$ cat config.mk
export PLATFORM = sky130hd
export DESIGN_NAME = baudgen_frac_flat
export DESIGN_NICKNAME = d
export VERILOG_FILES = /design/src/rtl/baudgen_frac_pkg.sv /design/src/rtl/baudgen_frac_if.sv /design/src/rtl/baudgen_frac_div.sv /design/src/rtl/baudgen_frac.sv /design/src/flat_wrapper.sv
export SDC_FILE = /design/constraint.sdc
export NUM_CORES = 1
export LEC_CHECK = 0
export BUFFER_PORTS_ARGS = -buffer_cell sky130_fd_sc_hd__buf_2
export CAP_MARGIN = 20
export CORE_MARGIN = 5
export CORE_UTILIZATION = 55
export DETAILED_ROUTE_END_ITERATION = 16
export GPL_ROUTABILITY_DRIVEN = 0
export GPL_TIMING_DRIVEN = 0
export HOLD_SLACK_MARGIN = 0.05
export PLACE_DENSITY = 0.83
export SLEW_MARGIN = 20
export SYNTH_ARGS = -nofsm -noshare
export SYNTH_HDL_FRONTEND = slang
export SYNTH_HIERARCHICAL = 1
export SYNTH_SLANG_ARGS = --single-unit
$ cat constraint.sdc
create_clock -name clk -period 4.5 [get_ports clk]
set_input_delay 0.9 -clock clk [delete_from_list [all_inputs] [get_ports clk]]
set_output_delay 0.9 -clock clk [all_outputs]
set_load 0.1 [all_outputs]
$ cat src/rtl/baudgen_frac_pkg.sv
// Shared constants for the fractional baud generator: x16 divisors for the
// standard rates at 100 MHz, plus the idle/run phase encoding.
package baudgen_frac_pkg;

  localparam int unsigned CLK_HZ = 100_000_000;

  // Integer part and 1/16 fraction of CLK_HZ / (16 * rate)
  localparam int unsigned B9600_INT    = 651;
  localparam int unsigned B9600_FRAC   = 1;
  localparam int unsigned B19200_INT   = 325;
  localparam int unsigned B19200_FRAC  = 8;
  localparam int unsigned B38400_INT   = 162;
  localparam int unsigned B38400_FRAC  = 12;
  localparam int unsigned B57600_INT   = 108;
  localparam int unsigned B57600_FRAC  = 8;
  localparam int unsigned B115200_INT  = 54;
  localparam int unsigned B115200_FRAC = 4;
  localparam int unsigned B230400_INT  = 27;
  localparam int unsigned B230400_FRAC = 2;

  typedef enum logic {
    PH_IDLE = 1'b0,
    PH_RUN  = 1'b1
  } phase_e;

  typedef struct packed {
    logic [15:0] div_int;
    logic [3:0]  div_frac;
  } baud_div_t;

  function automatic baud_div_t baud_div(input int unsigned rate);
    baud_div_t d;
    d.div_int  = 16'(B115200_INT);
    d.div_frac = 4'(B115200_FRAC);
    case (rate)
      9600:   begin d.div_int = 16'(B9600_INT);   d.div_frac = 4'(B9600_FRAC);   end
      19200:  begin d.div_int = 16'(B19200_INT);  d.div_frac = 4'(B19200_FRAC);  end
      38400:  begin d.div_int = 16'(B38400_INT);  d.div_frac = 4'(B38400_FRAC);  end
      57600:  begin d.div_int = 16'(B57600_INT);  d.div_frac = 4'(B57600_FRAC);  end
      230400: begin d.div_int = 16'(B230400_INT); d.div_frac = 4'(B230400_FRAC); end
      default: ;
    endcase
    return d;
  endfunction

endpackage

$ cat src/rtl/baudgen_frac_if.sv
// Control and strobe bundle of the fractional baud generator.
interface baudgen_frac_if #(
  parameter int DIV_W  = 16,
  parameter int FRAC_W = 4
);
  logic              clk_ena;
  logic [DIV_W-1:0]  div_int;
  logic [FRAC_W-1:0] div_frac;
  logic              div_load;
  logic              restart;
  logic              tick_ovs;
  logic              clk_out;
  logic              mid_out;

  modport master (
    output clk_ena, div_int, div_frac, div_load, restart,
    input  tick_ovs, clk_out, mid_out
  );

  modport slave (
    input  clk_ena, div_int, div_frac, div_load, restart,
    output tick_ovs, clk_out, mid_out
  );
endinterface

$ cat src/rtl/baudgen_frac_div.sv
// Oversample period generator: integer cycle counter plus optional fractional
// accumulator (BAUDGEN_FRAC_EN). tick_now is the combinational tick event.
module baudgen_frac_div
  import baudgen_frac_pkg::*;
#(
  parameter int DIV_W  = 16,
  parameter int FRAC_W = 4
) (
  input  logic              clk,
  input  logic              rst,
  input  logic              run,
  input  logic [DIV_W-1:0]  div_int_active,
  input  logic [FRAC_W-1:0] div_frac_active,
  input  logic              acc_clr,
  output logic              tick_now,
  output logic              tick_ovs
);

  phase_e            phase_reg;
  logic [DIV_W-1:0]  cnt_reg;
  logic [DIV_W:0]    per_m1_reg;
  logic [DIV_W-1:0]  div_clamped;
  logic [DIV_W:0]    per_m1_next;
  logic              carry;

  always_comb begin
    div_clamped = (div_int_active < DIV_W'(2)) ? DIV_W'(2) : div_int_active;
    // One extra bit so div_int = max with a carry still fits the compare.
    per_m1_next = {1'b0, div_clamped} + {{DIV_W{1'b0}}, carry} - (DIV_W+1)'(1);
  end

`ifdef BAUDGEN_FRAC_EN
  logic [FRAC_W-1:0] acc_reg;
  logic [FRAC_W-1:0] acc_base;
  logic [FRAC_W:0]   acc_sum;

  always_comb begin
    acc_base = acc_clr ? '0 : acc_reg;
    acc_sum  = {1'b0, acc_base} + {1'b0, div_frac_active};
    carry    = acc_sum[FRAC_W];
  end

  always_ff @(posedge clk) begin
    if (rst || !run) begin
      acc_reg <= '0;
    end else if (tick_now) begin
      acc_reg <= acc_sum[FRAC_W-1:0];
    end
  end
`else
  logic unused_frac;
  assign unused_frac = ^{div_frac_active, acc_clr};
  assign carry       = 1'b0;
`endif

  // From idle the counter is treated as already at terminal.
  always_comb begin
    tick_now = run && ((phase_reg == PH_IDLE) || ({1'b0, cnt_reg} == per_m1_reg));
  end

  always_ff @(posedge clk) begin
    if (rst || !run) begin
      phase_reg  <= PH_IDLE;
      cnt_reg    <= '0;
      per_m1_reg <= '0;
      tick_ovs   <= 1'b0;
    end else begin
      tick_ovs <= tick_now;
      if (tick_now) begin
        phase_reg  <= PH_RUN;
        cnt_reg    <= '0;
        per_m1_reg <= per_m1_next;
      end else begin
        cnt_reg <= cnt_reg + DIV_W'(1);
      end
    end
  end

endmodule

$ cat src/rtl/baudgen_frac.sv
// Runtime-programmable fractional baud generator: oversample, bit and mid-bit
// strobes. Define BAUDGEN_FRAC_EN to enable the fractional accumulator.
module baudgen_frac
  import baudgen_frac_pkg::*;
#(
  parameter int DIV_W    = 16,
  parameter int FRAC_W   = 4,
  parameter int OVS      = 16,
  parameter int DEF_INT  = 54,
  parameter int DEF_FRAC = 4
) (
  input  logic           clk,
  input  logic           rst,
  baudgen_frac_if.slave  bus
);

  localparam int OVS_W = $clog2(OVS);
  localparam logic [OVS_W-1:0] LAST_IDX = OVS_W'(OVS - 1);
  localparam logic [OVS_W-1:0] MID_IDX  = OVS_W'(OVS / 2);

  logic [DIV_W-1:0]  act_int_reg;
  logic [FRAC_W-1:0] act_frac_reg;
  logic [DIV_W-1:0]  pend_int_reg;
  logic [FRAC_W-1:0] pend_frac_reg;
  logic              pend_valid_reg;
  logic [OVS_W-1:0]  ovs_idx_reg;
  logic              clk_out_reg;
  logic              mid_out_reg;

  logic              run;
  logic              apply_pend;
  logic [OVS_W-1:0]  idx_next;
  logic [DIV_W-1:0]  sel_int;
  logic [FRAC_W-1:0] sel_frac;
  logic              tick_now;
  logic              tick_ovs_w;

  // A pending divisor takes over exactly at the tick that starts a new bit,
  // so that tick's period already uses it with a cleared accumulator.
  always_comb begin
    run        = bus.clk_ena && !bus.restart;
    idx_next   = ovs_idx_reg + OVS_W'(1);
    apply_pend = pend_valid_reg && (ovs_idx_reg == LAST_IDX);
    sel_int    = apply_pend ? pend_int_reg  : act_int_reg;
    sel_frac   = apply_pend ? pend_frac_reg : act_frac_reg;
  end

  baudgen_frac_div #(
    .DIV_W  (DIV_W),
    .FRAC_W (FRAC_W)
  ) u_div (
    .clk             (clk),
    .rst             (rst),
    .run             (run),
    .div_int_active  (sel_int),
    .div_frac_active (sel_frac),
    .acc_clr         (apply_pend),
    .tick_now        (tick_now),
    .tick_ovs        (tick_ovs_w)
  );

  always_ff @(posedge clk) begin
    if (rst) begin
      act_int_reg    <= DIV_W'(DEF_INT);
      act_frac_reg   <= FRAC_W'(DEF_FRAC);
      pend_int_reg   <= '0;
      pend_frac_reg  <= '0;
      pend_valid_reg <= 1'b0;
      ovs_idx_reg    <= LAST_IDX;
      clk_out_reg    <= 1'b0;
      mid_out_reg    <= 1'b0;
    end else if (!run) begin
      ovs_idx_reg    <= LAST_IDX;
      clk_out_reg    <= 1'b0;
      mid_out_reg    <= 1'b0;
      pend_valid_reg <= 1'b0;
      if (bus.div_load) begin
        act_int_reg  <= bus.div_int;
        act_frac_reg <= bus.div_frac;
      end else if (pend_valid_reg) begin
        act_int_reg  <= pend_int_reg;
        act_frac_reg <= pend_frac_reg;
      end
    end else begin
      clk_out_reg <= tick_now && (idx_next == '0);
      mid_out_reg <= tick_now && (idx_next == MID_IDX);
      if (tick_now) begin
        ovs_idx_reg <= idx_next;
      end
      if (tick_now && apply_pend) begin
        act_int_reg    <= pend_int_reg;
        act_frac_reg   <= pend_frac_reg;
        pend_valid_reg <= 1'b0;
      end
      // A load in the boundary cycle itself waits for the following bit.
      if (bus.div_load) begin
        pend_int_reg   <= bus.div_int;
        pend_frac_reg  <= bus.div_frac;
        pend_valid_reg <= 1'b1;
      end
    end
  end

  assign bus.tick_ovs = tick_ovs_w;
  assign bus.clk_out  = clk_out_reg;
  assign bus.mid_out  = mid_out_reg;

endmodule

$ cat src/flat_wrapper.sv
// flat-port wrapper written by rule: the top's interface ports become plain ports
module baudgen_frac_flat import baudgen_frac_pkg::*;
#(
  parameter int DIV_W    = 16,
  parameter int FRAC_W   = 4,
  parameter int OVS      = 16,
  parameter int DEF_INT  = 54,
  parameter int DEF_FRAC = 4
)
  (clk, rst, bus_clk_ena, bus_div_int, bus_div_frac, bus_div_load, bus_restart, bus_tick_ovs, bus_clk_out, bus_mid_out);
  baudgen_frac_if #(.DIV_W(DIV_W), .FRAC_W(FRAC_W)) bus_i ();
  input  logic clk;
  input  logic rst;
  input wire logic [$bits(bus_i.clk_ena)-1:0] bus_clk_ena;
  input wire logic [$bits(bus_i.div_int)-1:0] bus_div_int;
  input wire logic [$bits(bus_i.div_frac)-1:0] bus_div_frac;
  input wire logic [$bits(bus_i.div_load)-1:0] bus_div_load;
  input wire logic [$bits(bus_i.restart)-1:0] bus_restart;
  output wire logic [$bits(bus_i.tick_ovs)-1:0] bus_tick_ovs;
  output wire logic [$bits(bus_i.clk_out)-1:0] bus_clk_out;
  output wire logic [$bits(bus_i.mid_out)-1:0] bus_mid_out;
  assign bus_i.clk_ena = bus_clk_ena;
  assign bus_i.div_int = bus_div_int;
  assign bus_i.div_frac = bus_div_frac;
  assign bus_i.div_load = bus_div_load;
  assign bus_i.restart = bus_restart;
  assign bus_tick_ovs = bus_i.tick_ovs;
  assign bus_clk_out = bus_i.clk_out;
  assign bus_mid_out = bus_i.mid_out;
  baudgen_frac #(.DIV_W(DIV_W), .FRAC_W(FRAC_W), .OVS(OVS), .DEF_INT(DEF_INT), .DEF_FRAC(DEF_FRAC)) u_core (.clk(clk), .rst(rst), .bus(bus_i));
endmodule
==> summary.md <==
| Metric | Value |
|---|---|
| Cell with the largest stage delay on the worst path | `sky130_fd_sc_hd__or3b_1` |
| Total routed wirelength | `8340 um` |
| Number of ports placed on the die boundary | `28` |
| Count of buffering cells on the critical path with inverters included | `2` |
| Post-detailed-route DRC marker count | `0` |
| Delay-heaviest family, CP | `simple AND/OR/NAND/NOR gates` |
| Pwr dens | `around 340 nW/um^2` |
| Netlist area before placement | `3800 sq um` |
| Via density | `5.63` |
| Clock slew at the register clock pins of the worst setup and hold paths | `0.08 ns` |
| Number of global-route vias before repair | `about 3.2k` |
| Per-instance average area after synthesis | `8.04 sq um` |
| Buffer levels on the longest clock path | `2` |
| H-tree levels | `3` |
| Flip-flop and latch area | `approximately 1500 sq um` |
| Max-cap violations | `0` |
| Initial core utilization | `0.563` |
| Placed wire-length estimate | `between 6000 and 7000 um` |
| TritonCTS clock tree | `yes` |
| Net Count, Synth | `~500` |
| Arr. time, crit path | `4.40 ns` |
| Hold buffer count at cts | `0` |
| Outcome | `finished, final reports clean` |
| Hold violation count in the final report | `0` |
| Gate count after technology mapping | `473` |
| Die Width | `93.1 um` |
| Cell-by-cell listing of the critical path | `ha_1 -> nand4_1 -> clkbuf_1 -> nand2_1 -> nand2_1 -> nor4_2 -> and4_1 -> clkbuf_1 -> and2_2 -> nand2b_1 -> ha_1 -> nor2b_2 -> nand3_2 -> or3b_1 -> or4_1 -> o21ai_1` |
| Wire length per cell after detailed routing | `roughly 14 um` |
| Hold WC Path Type | `register to register` |
| Remaining global-route overflow | `0` |
| Final layout net count | `approximately 530` |
| Pin count of the biggest net entering global routing | `14` |
| Final antenna diode count | `0` |
| Signed area change from the synthesized netlist to the final layout | `11.8%` |
| Detailed Routing Iterations Pass 1 | `5` |
| Source-to-sink clock delay at the later pin of the worst-skew pair | `0.35 ns` |
| Number of antenna violations at the first check in global routing | `0` |
| Maximum clock frequency | `243 MHz` |
| Area used by multi-input combinational logic | `between 2000 and 2500 sq um` |
| Actual transition at the worst max-transition pin | `roughly 0.64 ns` |
| Final setup violation count | `0` |
| Category of the worst setup path capture point | `register` |
| Worst supply voltage drop on vdd | `0.410 mV` |
| Die Ht | `93.1 um` |
| Total global-route track usage | `0.205` |
| Vias | `approximately 3.3k` |
| Synth Warn # | `6` |
| Number of port buffers | `22` |
| Leak Pwr | `1.72 nW` |
| Site Rows | `30` |
| Number of resized instances in the post-cts repair step | `0` |
| Worst hold slack across all endpoints | `0.485 ns` |
| Fin crit share | `0.915` |
| Clock Sink Count | `74` |
| Unrepaired setup endpoints after global routing | `false` |
| Layout cell share with drive strength beyond 1 | `0.137` |
| Number of flip-flops under the largest register name | `17` |
| Area of the core | `6760 sq um` |
| Wire length of the first global-routing pass | `roughly 14000 um` |
| Headroom to the max-slew limit | `0.576` |
| Max-slew violations | `0` |
| Nature of the critical path startpoint | `register` |
| Post-CTS Setup Repair Bufs | `0` |
| Master cell of the clock root buffer | `sky130_fd_sc_hd__clkbuf_8` |
| Number of CTS-inserted buffers | `9` |
| Slack of the worst reg-to-reg path | `between 0.3 and 0.4 ns` |
| Antenna violation net count after detailed routing | `0` |
| Critical path start-end classification | `register to register` |
| Peak per-stage delay on the critical path | `roughly 0.43 ns` |
| Post-Route Skew | `0.00581 ns` |
| Filler instances | `567` |
| CP max FO | `7` |
| DR iter-0 viols | `130` |
| Sum of internal, switching and leakage power | `roughly 1.5 mW` |
| Final Critical Period | `4.12 ns` |
| Post-route setup TNS | `0 ns` |
| Die area | `about 8700 sq um` |
| Data required time of the critical path | `4.78 ns` |
-- tightest hold or removal path, stage by stage, from the launching register on --
cell and delay [ns]:
sky130_fd_sc_hd__dfxtp_1 0.33, sky130_fd_sc_hd__nand2_1 0.06, sky130_fd_sc_hd__a21oi_1 0.05
-- worst paths after layout --
| path | startpoint | to | cells after the start |
|---|---|---|---|
| setup / recovery | u_core/ovs_idx_reg[0] | u_core/u_div/per_m1_reg[16] | 16 |
| hold / removal | u_core/pend_int_reg[7] | u_core/pend_int_reg[7] | 2 |
| setup reg to reg | u_core/ovs_idx_reg[0] | u_core/u_div/per_m1_reg[16] | 16 |
| hold reg to reg | u_core/pend_int_reg[7] | u_core/pend_int_reg[7] | 2 |
-- cell usage in the layout (no fill, tap or decap), types with 11 or more instances in the layout --
cell type and n:
sky130_fd_sc_hd__nand2_1 126, sky130_fd_sc_hd__dfxtp_1 74, sky130_fd_sc_hd__buf_2 28, sky130_fd_sc_hd__a21oi_1 24, sky130_fd_sc_hd__clkbuf_1 22, sky130_fd_sc_hd__nor2_1 22, sky130_fd_sc_hd__xor2_1 22, sky130_fd_sc_hd__nand3_1 21
sky130_fd_sc_hd__xnor2_1 18, sky130_fd_sc_hd__and2_1 17, sky130_fd_sc_hd__a311oi_2 12, sky130_fd_sc_hd__mux2i_1 11
-- layer usage --
metal | part of all wire | global-route usage
met5 | 0 | 0
met4 | 0.018 | 0.0708
met3 | 0.050 | 0.0579
met2 | 0.51 | 0.379
met1 | 0.42 | 0.221
-- power by group --
part           internal [mW]  leakage, nW  switching [mW]  total (mW)
logic                 0.0700         1.00           0.117       0.187
clock network          0.328        0.112           0.249       0.577
registers              0.678        0.602          0.0161       0.694
-- per-stage QoR --
step                utilization  cells  instance area [sq um]  worst slack [ns]
floorplan                     -    473                   3800             0.879
global placement          0.594    575                   4010             0.360
detailed placement        0.594    575                   4010             0.135
CTS                       0.627    591                   4240            0.0990
global route              0.629    591                   4250             0.100
finish                    0.629    591                   4250             0.385
-- layout make-up --
type	instances	area share
plain buffers	32	0.0336
clock buffers	10	0.0324
clock inverters	6	0.0212
inverters	5	0.00442
multi-input cells	362	0.510
flip-flops and latches	74	0.349
well taps	80	0.0236
repair buffers	22	0.0259
Note: power is estimated with default switching activity, not from simulation.
